--- config.mk ---
export PLATFORM = sky130hd
export DESIGN_NAME = dmem_banked_flat
export DESIGN_NICKNAME = d
export VERILOG_FILES = /design/src/rtl/dmem_pkg.sv /design/src/rtl/dmem_banked_if.sv /design/src/rtl/dmem_bank.sv /design/src/rtl/dmem_banked.sv /design/src/flat_wrapper.sv
export SDC_FILE = /design/constraint.sdc
export NUM_CORES = 2
export LEC_CHECK = 0
export CAP_MARGIN = 20
export CORE_MARGIN = 1.5
export CORE_UTILIZATION = 55
export CTS_CLUSTER_DIAMETER = 30
export DETAILED_ROUTE_END_ITERATION = 10
export MAX_ROUTING_LAYER = met4
export PLACE_DENSITY = 0.73
export SKIP_LAST_GASP = 1
export SLEW_MARGIN = 20
export SYNTH_ARGS = -nofsm -noshare
export SYNTH_HDL_FRONTEND = slang
export SYNTH_HIERARCHICAL = 1
export SYNTH_SLANG_ARGS = --single-unit
--- constraint.sdc ---
create_clock -name clk -period 4.5 [get_ports clk]
set_clock_uncertainty 0.1 [all_clocks]
set_input_delay 0.9 -clock clk [delete_from_list [all_inputs] [get_ports clk]]
set_output_delay 0.9 -clock clk [all_outputs]
set_load 0.005 [all_outputs]
--- src/rtl/dmem_pkg.sv ---
// Shared types and helpers for the banked data memory.
// Holds the fill/ready state encoding, the default fill word and the lane-rotate index.
// Combinational helpers only; no storage here.
package dmem_pkg;

  typedef enum logic {
    S_FILL  = 1'b0,
    S_READY = 1'b1
  } state_t;

  localparam logic [31:0] DEFAULT_FILL = 32'hFFFF_FFFF;

  // Lane served by bank b for base address base: (b - base) mod lanes.
  // lanes is a power of two, so unsigned wraparound plus a mask is exact.
  function automatic int unsigned rot_idx(int unsigned b, int unsigned base, int unsigned lanes);
    return (b - base) & (lanes - 1);
  endfunction

endpackage

--- src/rtl/dmem_banked_if.sv ---
// Request/response bundle between a master and the banked data memory.
// Request fields are sampled on the memory clock; q/q_valid arrive one cycle after a read.
// busy=1 means requests are dropped; the master must hold off rather than retry blindly.
interface dmem_banked_if #(
  parameter int DATA_W = 32,
  parameter int ADDR_W = 6,
  parameter int LANES  = 4
);
  logic                       re;
  logic                       we;
  logic [ADDR_W-1:0]          a;
  logic [LANES-1:0]           lane_en;
  logic [LANES*DATA_W/8-1:0]  be;
  logic [LANES*DATA_W-1:0]    d;
  logic [LANES*DATA_W-1:0]    q;
  logic                       q_valid;
  logic                       busy;

  modport master (
    output re, we, a, lane_en, be, d,
    input  q, q_valid, busy
  );

  modport slave (
    input  re, we, a, lane_en, be, d,
    output q, q_valid, busy
  );
endinterface

--- src/rtl/dmem_bank.sv ---
// One word-wide storage bank with byte-granular writes and a registered read port.
// Read latency 1; a read and write to the same row in one cycle returns the old contents.
// No backpressure: every enabled access completes in the cycle it is presented.
module dmem_bank #(
  parameter int DATA_W = 32,
  parameter int ROW_W  = 4
) (
  input  logic                  clk,
  input  logic                  rst,
  input  logic                  rd_en_i,
  input  logic [DATA_W/8-1:0]   be_i,
  input  logic [ROW_W-1:0]      row_i,
  input  logic [DATA_W-1:0]     wdat_i,
  output logic [DATA_W-1:0]     rdat_o
);

  logic [DATA_W-1:0] mem_q [2**ROW_W];
  logic [DATA_W-1:0] rdat_q;

  // Byte-masked write; contents are not reset (the fill engine initialises them).
  always_ff @(posedge clk) begin
    for (int k = 0; k < DATA_W/8; k++) begin
      if (be_i[k]) begin
        mem_q[row_i][k*8 +: 8] <= wdat_i[k*8 +: 8];
      end
    end
  end

  // Read register samples the pre-write row contents and holds between reads.
  always_ff @(posedge clk) begin
    if (rst) begin
      rdat_q <= '0;
    end else if (rd_en_i) begin
      rdat_q <= mem_q[row_i];
    end
  end

  assign rdat_o = rdat_q;

endmodule

--- src/rtl/dmem_banked.sv ---
// Multi-lane word-interleaved data memory with a post-reset fill engine.
// Read latency 1 cycle (q/q_valid the edge after an accepted read); writes visible next cycle.
// While busy (fill running or reset) re/we are dropped silently; no queuing.
module dmem_banked
  import dmem_pkg::*;
#(
  parameter int                 DATA_W = 32,
  parameter int                 ADDR_W = 6,
  parameter int                 LANES  = 4,
  parameter logic [DATA_W-1:0]  FILL   = DATA_W'(DEFAULT_FILL)
) (
  input  logic          clk,
  input  logic          rst,
  dmem_banked_if.slave  bus
);

  localparam int DEPTH = 2**ADDR_W;
  localparam int LG    = $clog2(LANES);
  localparam int BPW   = DATA_W/8;
  localparam int ROWS  = DEPTH/LANES;
  localparam int ROW_W = (ADDR_W > LG) ? (ADDR_W - LG) : 1;

  state_t              state_q, state_d;
  logic [ROW_W-1:0]    cnt_q, cnt_d;
  logic [ADDR_W-1:0]   rot_q, rot_d;
  logic                q_valid_q, q_valid_d;

  logic                ready;
  logic                rd_acc;
  logic                wr_acc;

  logic [ROW_W-1:0]          bk_row  [LANES];
  logic [BPW-1:0]            bk_be   [LANES];
  logic [DATA_W-1:0]         bk_wdat [LANES];
  logic [LANES*DATA_W-1:0]   bk_rdat;
  logic [LANES*DATA_W-1:0]   q_c;

  assign ready  = (state_q == S_READY) && !rst;
  assign rd_acc = ready && bus.re;
  assign wr_acc = ready && bus.we;

  // Fill FSM state and row counter.
  always_ff @(posedge clk) begin
    if (rst) begin
      state_q <= S_FILL;
      cnt_q   <= '0;
    end else begin
      state_q <= state_d;
      cnt_q   <= cnt_d;
    end
  end

  // Fill FSM next state: sweep every row once, then hand over to normal traffic.
  always_comb begin
    state_d = state_q;
    cnt_d   = cnt_q;
    if (state_q == S_FILL) begin
      cnt_d = cnt_q + 1'b1;
      if (cnt_q == ROW_W'(ROWS - 1)) begin
        state_d = S_READY;
        cnt_d   = '0;
      end
    end
  end

  // Per-bank address/data steering: bank b serves lane (b - a) mod LANES.
  always_comb begin
    int unsigned       lane;
    logic [ADDR_W-1:0] word;
    logic [LANES-1:0]  en_vec;
    for (int unsigned b = 0; b < LANES; b++) begin
      lane       = rot_idx(b, 32'(bus.a), LANES);
      word       = bus.a + ADDR_W'(lane);
      en_vec     = bus.lane_en >> lane;
      bk_row[b]  = ROW_W'(word >> LG);
      bk_wdat[b] = DATA_W'(bus.d >> (lane * DATA_W));
      bk_be[b]   = BPW'(bus.be >> (lane * BPW)) & {BPW{wr_acc & en_vec[0]}};
      if (state_q == S_FILL) begin
        bk_row[b]  = cnt_q;
        bk_wdat[b] = FILL;
        bk_be[b]   = {BPW{!rst}};
      end
    end
  end

  for (genvar g = 0; g < LANES; g++) begin : g_bank
    dmem_bank #(
      .DATA_W (DATA_W),
      .ROW_W  (ROW_W)
    ) u_bank (
      .clk     (clk),
      .rst     (rst),
      .rd_en_i (rd_acc),
      .be_i    (bk_be[g]),
      .row_i   (bk_row[g]),
      .wdat_i  (bk_wdat[g]),
      .rdat_o  (bk_rdat[g*DATA_W +: DATA_W])
    );
  end

  assign rot_d     = rd_acc ? bus.a : rot_q;
  assign q_valid_d = rd_acc;

  // Read-side rotation register and q_valid pulse; both cleared by reset.
  always_ff @(posedge clk) begin
    if (rst) begin
      rot_q     <= '0;
      q_valid_q <= 1'b0;
    end else begin
      rot_q     <= rot_d;
      q_valid_q <= q_valid_d;
    end
  end

  // Un-rotate bank outputs so lane i carries word (a + i) of the last accepted read.
  always_comb begin
    int unsigned b;
    q_c = '0;
    for (int unsigned i = 0; i < LANES; i++) begin
      b = (32'(rot_q) + i) & (LANES - 1);
      q_c[i*DATA_W +: DATA_W] = DATA_W'(bk_rdat >> (b * DATA_W));
    end
  end

  assign bus.q       = q_c;
  assign bus.q_valid = q_valid_q;
  assign bus.busy    = (state_q == S_FILL) || rst;

endmodule

--- src/flat_wrapper.sv ---
// flat-port wrapper written by rule: the top's interface ports become plain ports
module dmem_banked_flat import dmem_pkg::*;
#(
  parameter int                 DATA_W = 32,
  parameter int                 ADDR_W = 6,
  parameter int                 LANES  = 4,
  parameter logic [DATA_W-1:0]  FILL   = DATA_W'(DEFAULT_FILL)
)
  (clk, rst, bus_re, bus_we, bus_a, bus_lane_en, bus_be, bus_d, bus_q, bus_q_valid, bus_busy);
  dmem_banked_if #(.DATA_W(DATA_W), .ADDR_W(ADDR_W), .LANES(LANES)) bus_i ();
  input  logic clk;
  input  logic rst;
  input wire logic [$bits(bus_i.re)-1:0] bus_re;
  input wire logic [$bits(bus_i.we)-1:0] bus_we;
  input wire logic [$bits(bus_i.a)-1:0] bus_a;
  input wire logic [$bits(bus_i.lane_en)-1:0] bus_lane_en;
  input wire logic [$bits(bus_i.be)-1:0] bus_be;
  input wire logic [$bits(bus_i.d)-1:0] bus_d;
  output wire logic [$bits(bus_i.q)-1:0] bus_q;
  output wire logic [$bits(bus_i.q_valid)-1:0] bus_q_valid;
  output wire logic [$bits(bus_i.busy)-1:0] bus_busy;
  assign bus_i.re = bus_re;
  assign bus_i.we = bus_we;
  assign bus_i.a = bus_a;
  assign bus_i.lane_en = bus_lane_en;
  assign bus_i.be = bus_be;
  assign bus_i.d = bus_d;
  assign bus_q = bus_i.q;
  assign bus_q_valid = bus_i.q_valid;
  assign bus_busy = bus_i.busy;
  dmem_banked #(.DATA_W(DATA_W), .ADDR_W(ADDR_W), .LANES(LANES), .FILL(FILL)) u_core (.clk(clk), .rst(rst), .bus(bus_i));
endmodule
# Word level (Yosys, flattened, before mapping)
# Memories as Yosys holds them, arrays and structs flattened. A register that Yosys moved wholly into a read port is not among the register bits.
# Cells that the tools add are included.
word_totals:
  regBits: 8
  ramBits: 2048
  inputBits: 158
  elab_cells: 98
  memories: 4
memory_table:
  columns: ["memory", "depth", "word_bits", "rd", "rd_clocked_by_memory_dff", "wr", "line", "text"]
  rows:
  - ["u_core.g_bank[0].u_bank.mem_q", 16, 32, 1, 1, 1, "dmem_bank.sv:17", "logic [DATA_W-1:0] mem_q [2**ROW_W];"]
  - ["u_core.g_bank[1].u_bank.mem_q", 16, 32, 1, 1, 1, "dmem_bank.sv:17", null]
  - ["u_core.g_bank[2].u_bank.mem_q", 16, 32, 1, 1, 1, "dmem_bank.sv:17", null]
  - ["u_core.g_bank[3].u_bank.mem_q", 16, 32, 1, 1, 1, "dmem_bank.sv:17", null]
classes:
  n_addsub: 12
  n_eq_ne: 1
  shift: 16
  muxes: 47
  n_bitwise: 9
  n_reduce_logical: 5
op_table:
  columns: ["operator", "count"]
  rows:
  - [">> shifter 128 x 7 -> 32 bit", 8]
  - ["2-to-1 mux 32 bit", 4]
  - [">> shifter 16 x 4 -> 4 bit", 4]
  - ["2-to-1 mux 4 bit", 9]
  - ["2-to-1 mux 1 bit", 34]
  - ["adder 6 x 2 -> 6 bit", 4]
  - ["AND 4 bit", 4]
  - [">> shifter 4 x 2 -> 1 bit", 4]
  - ["adder 2 bit (second input constant)", 2]
  - ["adder 4 x 1 -> 4 bit (second input constant)", 1]
  - ["AND 1 bit", 4]
  - ["== test 4 bit (second input constant)", 1]
  - ["subtractor 1 x 2 -> 2 bit (first input constant)", 2]
  - ["subtractor 2 bit (first input constant)", 2]
  - ["logical AND 1 bit", 3]
  - ["adder 2 x 1 -> 2 bit (second input constant)", 1]
  - ["logical NOT 1 bit", 1]
  - ["logical OR 1 bit", 1]
  - ["inverter 1 bit", 1]

# Depth between registers and ports, before layout
logic_depth:
  ltp_word: 8
  mapped_depth: 17
  ltp_nobuf: 9

# Cells and area by module
# Netlist, hierarchy kept.
modules_own_cells:
  columns: ["module", "instances", "cells_each", "area_per_inst_um2", "seq_area_each_um2"]
  rows:
  - ["dmem_bank", 4, 1100, 20703.6, 16015.4]
  - ["dmem_banked", 1, 616, 8306.7, 160.2]

# Worst setup path before layout
# OpenSTA, ideal clock, no wires.
synth_timing:
  path_kind: "input-to-reg"
  startpoint: "input bus_a[0]"
  endpoint: "memory u_core.g_bank[0].u_bank.mem_q[12][16] (enable)"
  setup_ns: 0.383
  arrival_ns: 3.577
  required_time_ns: 4.017
  slack_ns: 0.439
  stages: 14
  n_path_buf: 7
  cell_sequence: "buf_6 -> buf_8 -> buf_8 -> buf_4 -> inv_1 -> ha_1 -> buf_2 -> buf_4 -> buf_2 -> mux4_2 -> nand2_1 -> a21oi_1 -> nand3_1 -> nor3_1"
synth_rtl:
  columns: ["item", "line", "text"]
  rows:
  - ["start: declaration", "flat_wrapper.sv:15", "input wire logic [$bits(bus_i.a)-1:0] bus_a;"]
  - ["end: declaration", "dmem_bank.sv:17", null]

# Final worst setup path
layout_timing:
  startpoint: "register u_core.rot_q[0]"
  endpoint: "output bus_q[2]"
layout_via:
  elab_chain_len: 1
layout_rtl:
  columns: ["item", "line", "text"]
  rows:
  - ["start: declaration", "dmem_banked.sv:25", "logic [ADDR_W-1:0] rot_q, rot_d;"]
  - ["start signal: assignment", "dmem_banked.sv:110", "rot_q <= rot_d;"]
  - [">> shifter 128 x 7 -> 32 bit", "dmem_banked.sv:121", "q_c[i*DATA_W +: DATA_W] = DATA_W'(bk_rdat >> (b * DATA_W));"]
  - ["end: declaration", "flat_wrapper.sv:19", "output wire logic [$bits(bus_i.q)-1:0] bus_q;"]
# Every way passes these cells.

==> impl_metrics.py <==
metrics = {
    "outcome": {
        "status": "complete, no violations",
    },
    "finish": {
        "layout-drive-gt1-share": 0.275,
        "nFillCells": 10100,
        "area_growth_pct": 23.7,
        "final_net_count": 5961,
        "regArea_um2": 64200,
        "multi_input_area_um2": 25200,
    },
    "yosys": {
        "ys_seq_area_frac": 0.705,
        "yosysMostFrequentCell": "edfxtp_1",
        "synth-simple-area-share": 0.0413,
        "synth_common_cells": "edfxtp_1, mux4_2, mux2i_1",
        "synth_mux_area_frac": 0.189,
        "yosysWarnings": 6,
        "synthArstFlopShare": 0,
        "avgSynthCellArea_um2": 18.2,
        "yosysTopAreaCell": "edfxtp_1",
        "synth_xor_area_frac": 0.00106,
        "dominantRegCellSynth": "edfxtp_1",
        "synth-adder-area-share": 0.000824,
        "synth_compound_area_frac": 0.0428,
        "synth_area_um2": 91100,
        "syn_inst": 5016,
        "synthTopCellsByArea": "edfxtp_1, mux4_2, mux2i_1",
        "ys_ff_latch": 2184,
        "synth-edff-count": 2048,
        "synth_cell_type_count": 39,
        "syn_nets": 5180,
        "synth_top_family_by_area": "multiplexers",
        "yosys.area.top_type_share": 0.675,
    },
    "die": {
        "initial_utilization": 0.553,
        "core_area_um2": 165000,
        "die-area_um2": 168000,
        "fp.dieW_um": 410,
        "fp.dieH_um": 410,
        "boundaryPins": 288,
        "rows": 149,
    },
    "cts": {
        "clkTransAtPathRegs_ps": 50,
        "cts.sinks": 2184,
        "ctsHoldBuffers": 0,
        "htreeDepth": 5,
        "clock_latency_ps": 970,
        "cts_tree": "built",
        "cts_resized": 0,
        "post_cts_buffers": 0,
        "cts_buffers": 395,
        "clockBufferDepth": 4,
        "cts-root-buf": "clkbuf_16",
    },
    "setup_path": {
        "path_max_fanout": 36,
        "crit_type": "register to output port",
        "crit_slowest_cell": "dfxtp_4",
        "crit_chain": "buf_4, mux4_2, clkdlybuf4s50_1",
        "crit_start": "u_core/rot_q[0]$_SDFFE_PP0P_",
        "slowest_delay_ps": 830,
        "path_buf_inv": 2,
        "cp.arrival_ps": 3290,
        "cp.required_ps": 3500,
        "cp_top_family": "buffers and inverters",
        "worstSetupStartpointType": "register",
        "reg2reg_from": "u_core/state_q$_SDFF_PP0_",
        "end_kind": "output port",
    },
    "routing": {
        "vias": 54900,
        "drtAntennaViolNets": 0,
        "first_iter_violations": 7433,
        "drt-total-wl_um": 266000,
        "vias_per_cell": 6.58,
        "drc": 0,
        "post_drt_wl_per_cell_um": 31.8,
        "firstDrtPassIters": 6,
    },
    "placement": {
        "gp_congestion": 0.934,
        "hpwl_um": 176000,
        "io_buffers": 287,
    },
    "sta": {
        "slew_violations": 0,
        "relSlewSlack": 0.213,
        "finalWorstPathRequiredPeriod_ps": 4290,
        "worst_pin_slew_ps": 1180,
        "hold_viol": 0,
        "period_share": 0.952,
        "finalSetupViolCount": 0,
        "rsz0062_at_grt": "false",
        "max_freq_mhz": 233,
        "tns_ps": 0,
    },
    "run": {
        "cap_viol_max_count": 0,
    },
    "worst_hold_path": {
        "hp-class": "primary input to register",
        "min-delay-start": "rst",
    },
    "power": {
        "irDropWorstVdd_mv": 0.341,
        "power.total_mw": 55.6,
        "pwr_density_cell_nw_per_um2": 493,
        "leakagePower_nw": 36.0,
    },
    "global_route": {
        "antenna_found_initial": 24,
        "grt_overflow": 0,
        "grt_max_degree": 107,
        "grt_pass1_vias": 54300,
        "grt_first_pass_wirelength_um": 379000,
        "track_usage": 0.326,
    },
}
kinds of logic after synthesis:
| group | Yosys count |
|---|---|
| simple gates | 840 |
| fa+ha+maj | 6 |
| compound gates | 552 |
| xor+xnor | 11 |
| mux | 1057 |
| buf+inv | 366 |
| flops | 2184 |
placed cells by master, fill, tap and decap left out, drive strengths merged, types with 8 or more instances in the layout:
| master | Yosys | routed |
|---|---|---|
| mux4 | 528 | 528 |
| edfxtp | 2048 | 2048 |
| and2 | 8 | 8 |
| o21ai | 9 | 9 |
| a22oi | 136 | 136 |
| clkinv | 0 | 114 |
| a311oi | 122 | 122 |
| mux2 | 10 | 10 |
| clkdlybuf4s50 | 0 | 284 |
| diode | 0 | 42 |
| nand2b | 152 | 152 |
| or3b | 8 | 8 |
| a21oi | 28 | 28 |
| o22ai | 243 | 243 |
| inv | 3 | 47 |
| mux2i | 519 | 519 |
| nor2 | 494 | 494 |
| clkinvlp | 0 | 45 |
| buf | 208 | 463 |
| clkbuf | 155 | 441 |
| dfxtp | 136 | 136 |
| a31oi | 10 | 10 |
| nor2b | 22 | 22 |
| nand2 | 94 | 94 |
| bufinv | 0 | 69 |
| nor3 | 16 | 16 |
| nand3 | 30 | 30 |
final cells by class:
cell class | count | share of cell area
Antenna cell | 42 | 0.000932
Clock buffer | 441 | 0.0906
Clock inverter | 272 | 0.0315
Inverter | 3 | 0.0000999
Multi-Input combinational cell | 2466 | 0.223
Sequential cell | 2184 | 0.570
Tap cell | 2189 | 0.0243
Timing Repair Buffer | 747 | 0.0597
worst reg2reg max path: cells and delay by family (launching register included):
family / cells / cell delay (ps)
buf+inv: 2 / 570
simple gates: 3 / 1480
flops: 1 / 800
compound gates: 1 / 460
path summary, 6_finish.rpt:
kind         cells after the start                                             end  slack, ps
min reg2reg                      2  u_core/g_bank[3].u_bank/rdat_o[0]$_SDFFE_PP0P_        420
max reg2reg                      6   u_core/g_bank[2].u_bank/mem_q[4][1]$_DFFE_PP_        850
min                              2                    u_core/cnt_q[0]$_SDFFE_PP0N_        280
max                              3                                        bus_q[2]        210
per-layer routing:
metal | GRT usage | wire length, um | vias to the layer above
li1 | - | - | 22200
met1 | 0.420 | 95700 | 28200
met2 | 0.485 | 124000 | 3878
met3 | 0.108 | 36300 | 599
met4 | 0.120 | 10200 | 0
met5 | - | 0 | -
stage by stage:
step / instances / instance area, um2 / setup slack, ps / hold WS, ps / utilization
floorplan: 5016 / 91100 / 439 / 386 / -
global placement: 7589 / 98900 / 59.9 / 410 / 0.600
detailed placement: 7589 / 98900 / 11.3 / 419 / 0.600
CTS: 8302 / 113000 / 171 / 232 / 0.684
global route: 8339 / 113000 / 106 / 272 / 0.684
finish: 8344 / 113000 / 215 / 281 / 0.684
flip-flops by register name, indices dropped and copies added, names as in the netlist:
name	count
u_core/g_bank.u_bank/mem_q	2048
u_core/state_q	1
u_core/cnt_q	4
u_core/bus.q_valid	1
u_core/rot_q	2
u_core/g_bank.u_bank/rdat_o	128
power breakdown:
group / internal [mW] / switching (mW) / leakage (nW)
combinational: 1.20 / 1.76 / 10.7
sequential: 22.1 / 0.0231 / 18.7
clock: 20.4 / 10.2 / 6.62
total: 43.6 / 12.0 / 36.0
(Power assumes the default switching activity.)
